### src/rtl/uart_rx_cfg.sv
// Configurable UART receiver: oversampled majority-vote bit recovery, parity/framing checks,
// break detection and a single-entry valid/ready output buffer with overrun reporting.
module uart_rx_cfg #(
    parameter int CLK_FREQ   = 50_000_000,
    parameter int BAUD_RATE  = 115200,
    parameter int DATA_BITS  = 8,
    parameter int PARITY     = 0,
    parameter int STOP_BITS  = 1,
    parameter int OVERSAMPLE = 16
) (
    input  logic                 clk,
    input  logic                 rst,
    input  logic                 uart_rx,
    output logic [DATA_BITS-1:0] rx_data,
    output logic                 rx_valid,
    input  logic                 rx_ready,
    output logic                 parity_err,
    output logic                 frame_err,
    output logic                 overrun_err,
    output logic                 break_det
);
    localparam int DIV_RAW = CLK_FREQ / (BAUD_RATE * OVERSAMPLE);
    localparam int DIV     = (DIV_RAW < 1) ? 1 : DIV_RAW;
    localparam int DW      = (DIV > 1) ? $clog2(DIV) : 1;
    localparam int TW      = $clog2(OVERSAMPLE);
    localparam int BW      = $clog2(DATA_BITS + 1);

    localparam logic [DW-1:0] DIV_MAX   = DW'(DIV - 1);
    localparam logic [TW-1:0] TC_S0     = TW'(OVERSAMPLE / 2 - 1);
    localparam logic [TW-1:0] TC_S1     = TW'(OVERSAMPLE / 2);
    localparam logic [TW-1:0] TC_S2     = TW'(OVERSAMPLE / 2 + 1);
    localparam logic [TW-1:0] TC_MAX    = TW'(OVERSAMPLE - 1);
    localparam logic [BW-1:0] BIT_LAST  = BW'(DATA_BITS);
    localparam logic          STOP_LAST = (STOP_BITS == 2);

    typedef enum logic [2:0] {
        IDLE,
        START,
        DATA,
        PAR,
        STOP,
        BRK
    } state_t;

    state_t                 r_state;
    logic [1:0]             r_sync;
    logic [DW-1:0]          r_divCnt;
    logic [TW-1:0]          r_tc;
    logic                   r_s0;
    logic                   r_s1;
    logic [DATA_BITS-1:0]   r_shift;
    logic [BW-1:0]          r_bitCnt;
    logic                   r_parBit;
    logic                   r_stopCnt;
    logic                   r_ferr;
    logic [DATA_BITS-1:0]   r_data;
    logic                   r_valid;
    logic                   r_perrOut;
    logic                   r_ferrOut;
    logic                   r_ovr;
    logic                   r_brk;

    logic w_rx;
    logic w_tick;
    logic w_resolve;
    logic w_wrap;
    logic w_maj;
    logic w_allZero;
    logic w_parXor;
    logic w_perr;
    logic w_isBreak;
    logic w_commit;

    // The line is asynchronous; the synchroniser idles high so reset never looks like a start bit.
    always_ff @(posedge clk) begin
        if (rst) r_sync <= 2'b11;
        else     r_sync <= {r_sync[0], uart_rx};
    end

    assign w_rx      = r_sync[1];
    assign w_tick    = (r_divCnt == DIV_MAX);
    assign w_resolve = w_tick && (r_tc == TC_S2);
    assign w_wrap    = w_tick && (r_tc == TC_MAX);
    assign w_maj     = (r_s0 & r_s1) | (r_s0 & w_rx) | (r_s1 & w_rx);
    assign w_allZero = (r_shift == '0) && ((PARITY == 0) || !r_parBit);
    assign w_parXor  = (^r_shift) ^ r_parBit;
    assign w_perr    = (PARITY == 1) ? ~w_parXor : (PARITY == 2) ? w_parXor : 1'b0;
    assign w_isBreak = (r_state == STOP) && w_resolve && (r_stopCnt == 1'b0) && !w_maj && w_allZero;
    assign w_commit  = (r_state == STOP) && w_resolve && (r_stopCnt == STOP_LAST) && !w_isBreak;

    always_ff @(posedge clk) begin
        if (rst) begin
            r_state   <= IDLE;
            r_divCnt  <= '0;
            r_tc      <= '0;
            r_s0      <= 1'b1;
            r_s1      <= 1'b1;
            r_shift   <= '0;
            r_bitCnt  <= '0;
            r_parBit  <= 1'b0;
            r_stopCnt <= 1'b0;
            r_ferr    <= 1'b0;
            r_data    <= '0;
            r_valid   <= 1'b0;
            r_perrOut <= 1'b0;
            r_ferrOut <= 1'b0;
            r_ovr     <= 1'b0;
            r_brk     <= 1'b0;
        end else begin
            r_ovr <= 1'b0;
            r_brk <= 1'b0;
            if (r_valid && rx_ready) r_valid <= 1'b0;

            r_divCnt <= w_tick ? '0 : r_divCnt + 1'b1;
            if (w_tick) r_tc <= (r_tc == TC_MAX) ? '0 : r_tc + 1'b1;
            if (w_tick && (r_tc == TC_S0)) r_s0 <= w_rx;
            if (w_tick && (r_tc == TC_S1)) r_s1 <= w_rx;

            case (r_state)
                IDLE: begin
                    if (!w_rx) begin
                        r_state  <= START;
                        r_tc     <= '0;
                        r_divCnt <= '0;
                    end
                end
                START: begin
                    if (w_resolve && w_maj) begin
                        r_state <= IDLE;
                    end else if (w_wrap) begin
                        r_state  <= DATA;
                        r_bitCnt <= '0;
                    end
                end
                DATA: begin
                    if (w_resolve) begin
                        r_shift  <= {w_maj, r_shift[DATA_BITS-1:1]};
                        r_bitCnt <= r_bitCnt + 1'b1;
                    end
                    if (w_wrap && (r_bitCnt == BIT_LAST)) begin
                        r_state   <= (PARITY != 0) ? PAR : STOP;
                        r_ferr    <= 1'b0;
                        r_stopCnt <= 1'b0;
                    end
                end
                PAR: begin
                    if (w_resolve) r_parBit <= w_maj;
                    if (w_wrap)    r_state  <= STOP;
                end
                STOP: begin
                    // Leave at the last stop bit's resolve point so the next start edge is caught early.
                    if (w_isBreak) begin
                        r_brk   <= 1'b1;
                        r_state <= BRK;
                    end else if (w_commit) begin
                        r_state <= IDLE;
                    end else if (w_resolve) begin
                        r_ferr    <= r_ferr | ~w_maj;
                        r_stopCnt <= 1'b1;
                    end
                end
                BRK: begin
                    if (w_rx) r_state <= IDLE;
                end
                default: r_state <= IDLE;
            endcase

            if (w_commit) begin
                if (!r_valid || rx_ready) begin
                    r_data    <= r_shift;
                    r_perrOut <= w_perr;
                    r_ferrOut <= r_ferr | ~w_maj;
                    r_valid   <= 1'b1;
                end else begin
                    r_ovr <= 1'b1;
                end
            end
        end
    end

    assign rx_data     = r_data;
    assign rx_valid    = r_valid;
    assign parity_err  = r_perrOut;
    assign frame_err   = r_ferrOut;
    assign overrun_err = r_ovr;
    assign break_det   = r_brk;

endmodule

### config.mk
export PLATFORM = sky130hd
export DESIGN_NAME = uart_rx_cfg
export DESIGN_NICKNAME = d
export VERILOG_FILES = /design/src/rtl/uart_rx_cfg.sv
export SDC_FILE = /design/constraint.sdc
export NUM_CORES = 1
export LEC_CHECK = 0
export ABC_CLOCK_PERIOD_IN_PS = 5300
export CORE_UTILIZATION = 40
export DETAILED_ROUTE_END_ITERATION = 7
export SYNTH_ARGS = -nofsm -noshare
export SYNTH_HDL_FRONTEND = slang
export SYNTH_SLANG_ARGS = --single-unit
### constraint.sdc
create_clock -name clk -period 5.3 [get_ports clk]
set_clock_uncertainty 0.2 [all_clocks]
set_input_delay 1.325 -clock clk [delete_from_list [all_inputs] [get_ports clk]]
set_output_delay 1.325 -clock clk [all_outputs]
set_load 0.02 [all_outputs]
==> results.yml <==
outcome:
  status: "completed"
setup_path:
  crit_start: "rst"
  required_ns: 5.28
  end_kind: "flip-flop"
  path_max_fanout: 26
  timing.rr.start: "r_state[1]"
  setup.worst_path.class: "in2reg"
  crit_path_start_kind: "input pin"
  cp_data_arrival_time_ns: 2.81
place:
  hpwl_um: 2440
  dp.cells: 265
  portBuffers: 15
  placed_area_um2: 2120
  gp_congestion: 0.731
cts:
  postCtsHoldBufs: 0
  cts_tree: "done"
  cts_resized: 0
  clkLatencyLatePin_ns: 0.29
  cts.clk_slew.worst_paths_ns: 0.08
  clock_path_buffers: 2
  clock-sinks: 42
  cts_setup_buffers: 0
  htreeDepth: 2
  numCtsBuffers: 5
  cts-root-buf: "clkbuf_8"
die:
  die_w_um: 71.7
  initial_core_util: 0.414
  die_y_um: 71.7
  core_um2: 4690
  die_area_um2: 5140
  io_pins: 17
  rows: 25
drt:
  wl_per_cell_um: 12.7
  vias: 1437
  dr.pass1.iters: 6
  drc_errors: 0
  drt_wl_total_um: 3470
  ant_nets: 0
  drt-initial-drc-count: 60
  vias_per_cell: 5.26
timing:
  rsz0062_at_grt: "no"
  timing.final.crit_share: 0.533
  slew_viol_final: 0
  tightest_slew_ns: 0.966
  finalSetupViolCount: 0
  slew_headroom: 0.351
  max_freq_ghz: 0.354
  timing.setup.tns_ns: 0
  post-route-min-period_ns: 2.83
  hold_viol_final: 0
synth:
  async_flop_share: 0
  netlist_area_um2: 1940
  synth.most_common_cell: "dfxtp_1"
  synth_common_cells: "dfxtp_1 (42), nor2_1 (31), mux2i_1 (17)"
  syn_nets: 215
  yosysTopAreaCell: "dfxtp_1"
  yosysUniqueCellTypes: 49
  netlist_instances: 204
  synth_edf_count: 0
  ys_seq_area_frac: 0.432
  ys_warn_count: 0
  yosys.area.top_type_share: 0.432
  ys_ff_latch: 42
  synth_area_leaders: "dfxtp_1 (43%), mux2i_1 (8.8%), nor2_1 (6.0%)"
  synth_ff_type: "dfxtp_1"
  avgSynthCellArea_um2: 9.53
job:
  maxCapViolCount: 0
pwr:
  p_per_area_nw_per_um2: 265
  total_power_uw: 589
  ir_worst_vdd_mv: 0.142
  swShare: 0.209
  seq_power_share: 0.547
  leakagePower_uw: 0.000803
  internal_power_uw: 466
  clockPowerShare: 0.417
  p_comb_frac: 0.036
  switchingPower_uw: 123
cells_and_area:
  antennaDiodeCount: 0
  area_growth_pct: 14.4
  postLayoutCellArea_um2: 2220
  finalNonFillerCells: 273
  n_fill_cell: 460
  drive_above_1_share: 0.100
  nets: 229
hold_path:
  worstHoldStart: "r_sync[0]"
  hold_class: "reg2reg"
global_route:
  grtUsageTotal: 0.146
  grt_max_degree: 27
  antenna_found_initial: 0
  first_global_vias: 1293
  grt_pass1_wl_um: 5820
  gr-total-overflow: 0
-- stage by stage --
| step | setup slack (ns) | utilization | hold slack (ns) |
|---|---|---|---|
| global route | 2.34 | 0.474 | 0.234 |
| global placement | 2.20 | 0.451 | 0.195 |
| detailed placement | 2.17 | 0.451 | 0.201 |
| CTS | 2.48 | 0.474 | 0.224 |
| finish | 2.47 | 0.474 | 0.219 |
| floorplan | 2.85 | - | 0.189 |
-- cell families after synthesis --
| family | Yosys count | synth area share |
|---|---|---|
| multiplexers | 17 | 0.0875 |
| XOR/XNOR | 7 | 0.0315 |
| AND/OR/NAND/NOR | 87 | 0.259 |
| AO/OA/AOI/OAI | 25 | 0.0920 |
| adder cells (fa/ha/maj) | 8 | 0.0502 |
| flip-flops | 42 | 0.432 |
| buffers and inverters | 17 | 0.0450 |
| other | 1 | 0.00193 |
-- per-layer routing --
layer / part of all wire / GRT usage / vias up
met5: 0 / 0 / -
met4: 0.018 / 0.0654 / 0
met3: 0.044 / 0.0422 / 7
met2: 0.44 / 0.213 / 36
met1: 0.49 / 0.200 / 657
li1: - / - / 737
-- layout by cell type (no fill, tap or decap), types with 2 or more instances in the layout --
cell type	netlist	final
a21oi_1	8	8
a311oi_2	2	2
a31oi_1	2	2
buf_4	4	2
clkbuf_8	0	5
clkdlybuf4s50_1	0	15
clkinv_2	0	2
dfxtp_1	42	42
ha_1	7	7
inv_1	7	7
mux2i_1	17	17
nand2_1	11	11
nand2b_1	5	5
nand3_1	5	5
nand3b_1	2	2
nand4_1	3	3
nand4b_1	2	2
nor2_1	31	31
nor2b_1	2	2
nor3_1	6	6
o21ai_0	5	5
or2_2	2	2
or3_1	3	3
or4_1	2	2
xnor2_1	2	2
xor2_1	5	5
-- path summary, 6_finish.rpt --
kind         cells after the start           to  slack, ns
max                              6  r_divCnt[2]       2.47
min                              1    r_sync[1]       0.22
max reg2reg                      5  r_bitCnt[3]       2.75
min reg2reg                      1    r_sync[1]       0.22
-- registers in the layout (all words and copies together) (netlist names), 2 cells and up --
register / flops
r_tc: 4
r_state: 3
rx_data: 8
r_divCnt: 5
r_bitCnt: 4
r_sync: 2
r_shift: 8
-- worst max-delay path: stages --
cell and delay, ns:
clkdlybuf4s50_1 0.46, buf_4 0.27, inv_1 0.16, o21ai_0 0.25, nand2b_1 0.27, nor2_1 0.07
-- power groups by stage --
stage	clock (µW)	sequential (µW)	combinational, µW
final	246	322	21.0
after global routing	265	323	23.8
after CTS	254	322	21.2
after detailed placement	0	330	21.1
after global placement	0	330	21.0
after floorplan	0	328	17.1
-- layout make-up --
| cell class | count | area (µm²) | area share |
|---|---|---|---|
| multi-input cells | 145 | 1020 | 0.457 |
| flip-flops and latches | 42 | 841 | 0.378 |
| repair buffers | 17 | 165 | 0.0742 |
| clock buffers | 5 | 68.8 | 0.0309 |
| well taps | 54 | 67.6 | 0.0304 |
| clock inverters | 3 | 40.0 | 0.0180 |
| inverters | 7 | 26.3 | 0.0118 |
(Power assumes the default switching activity.)
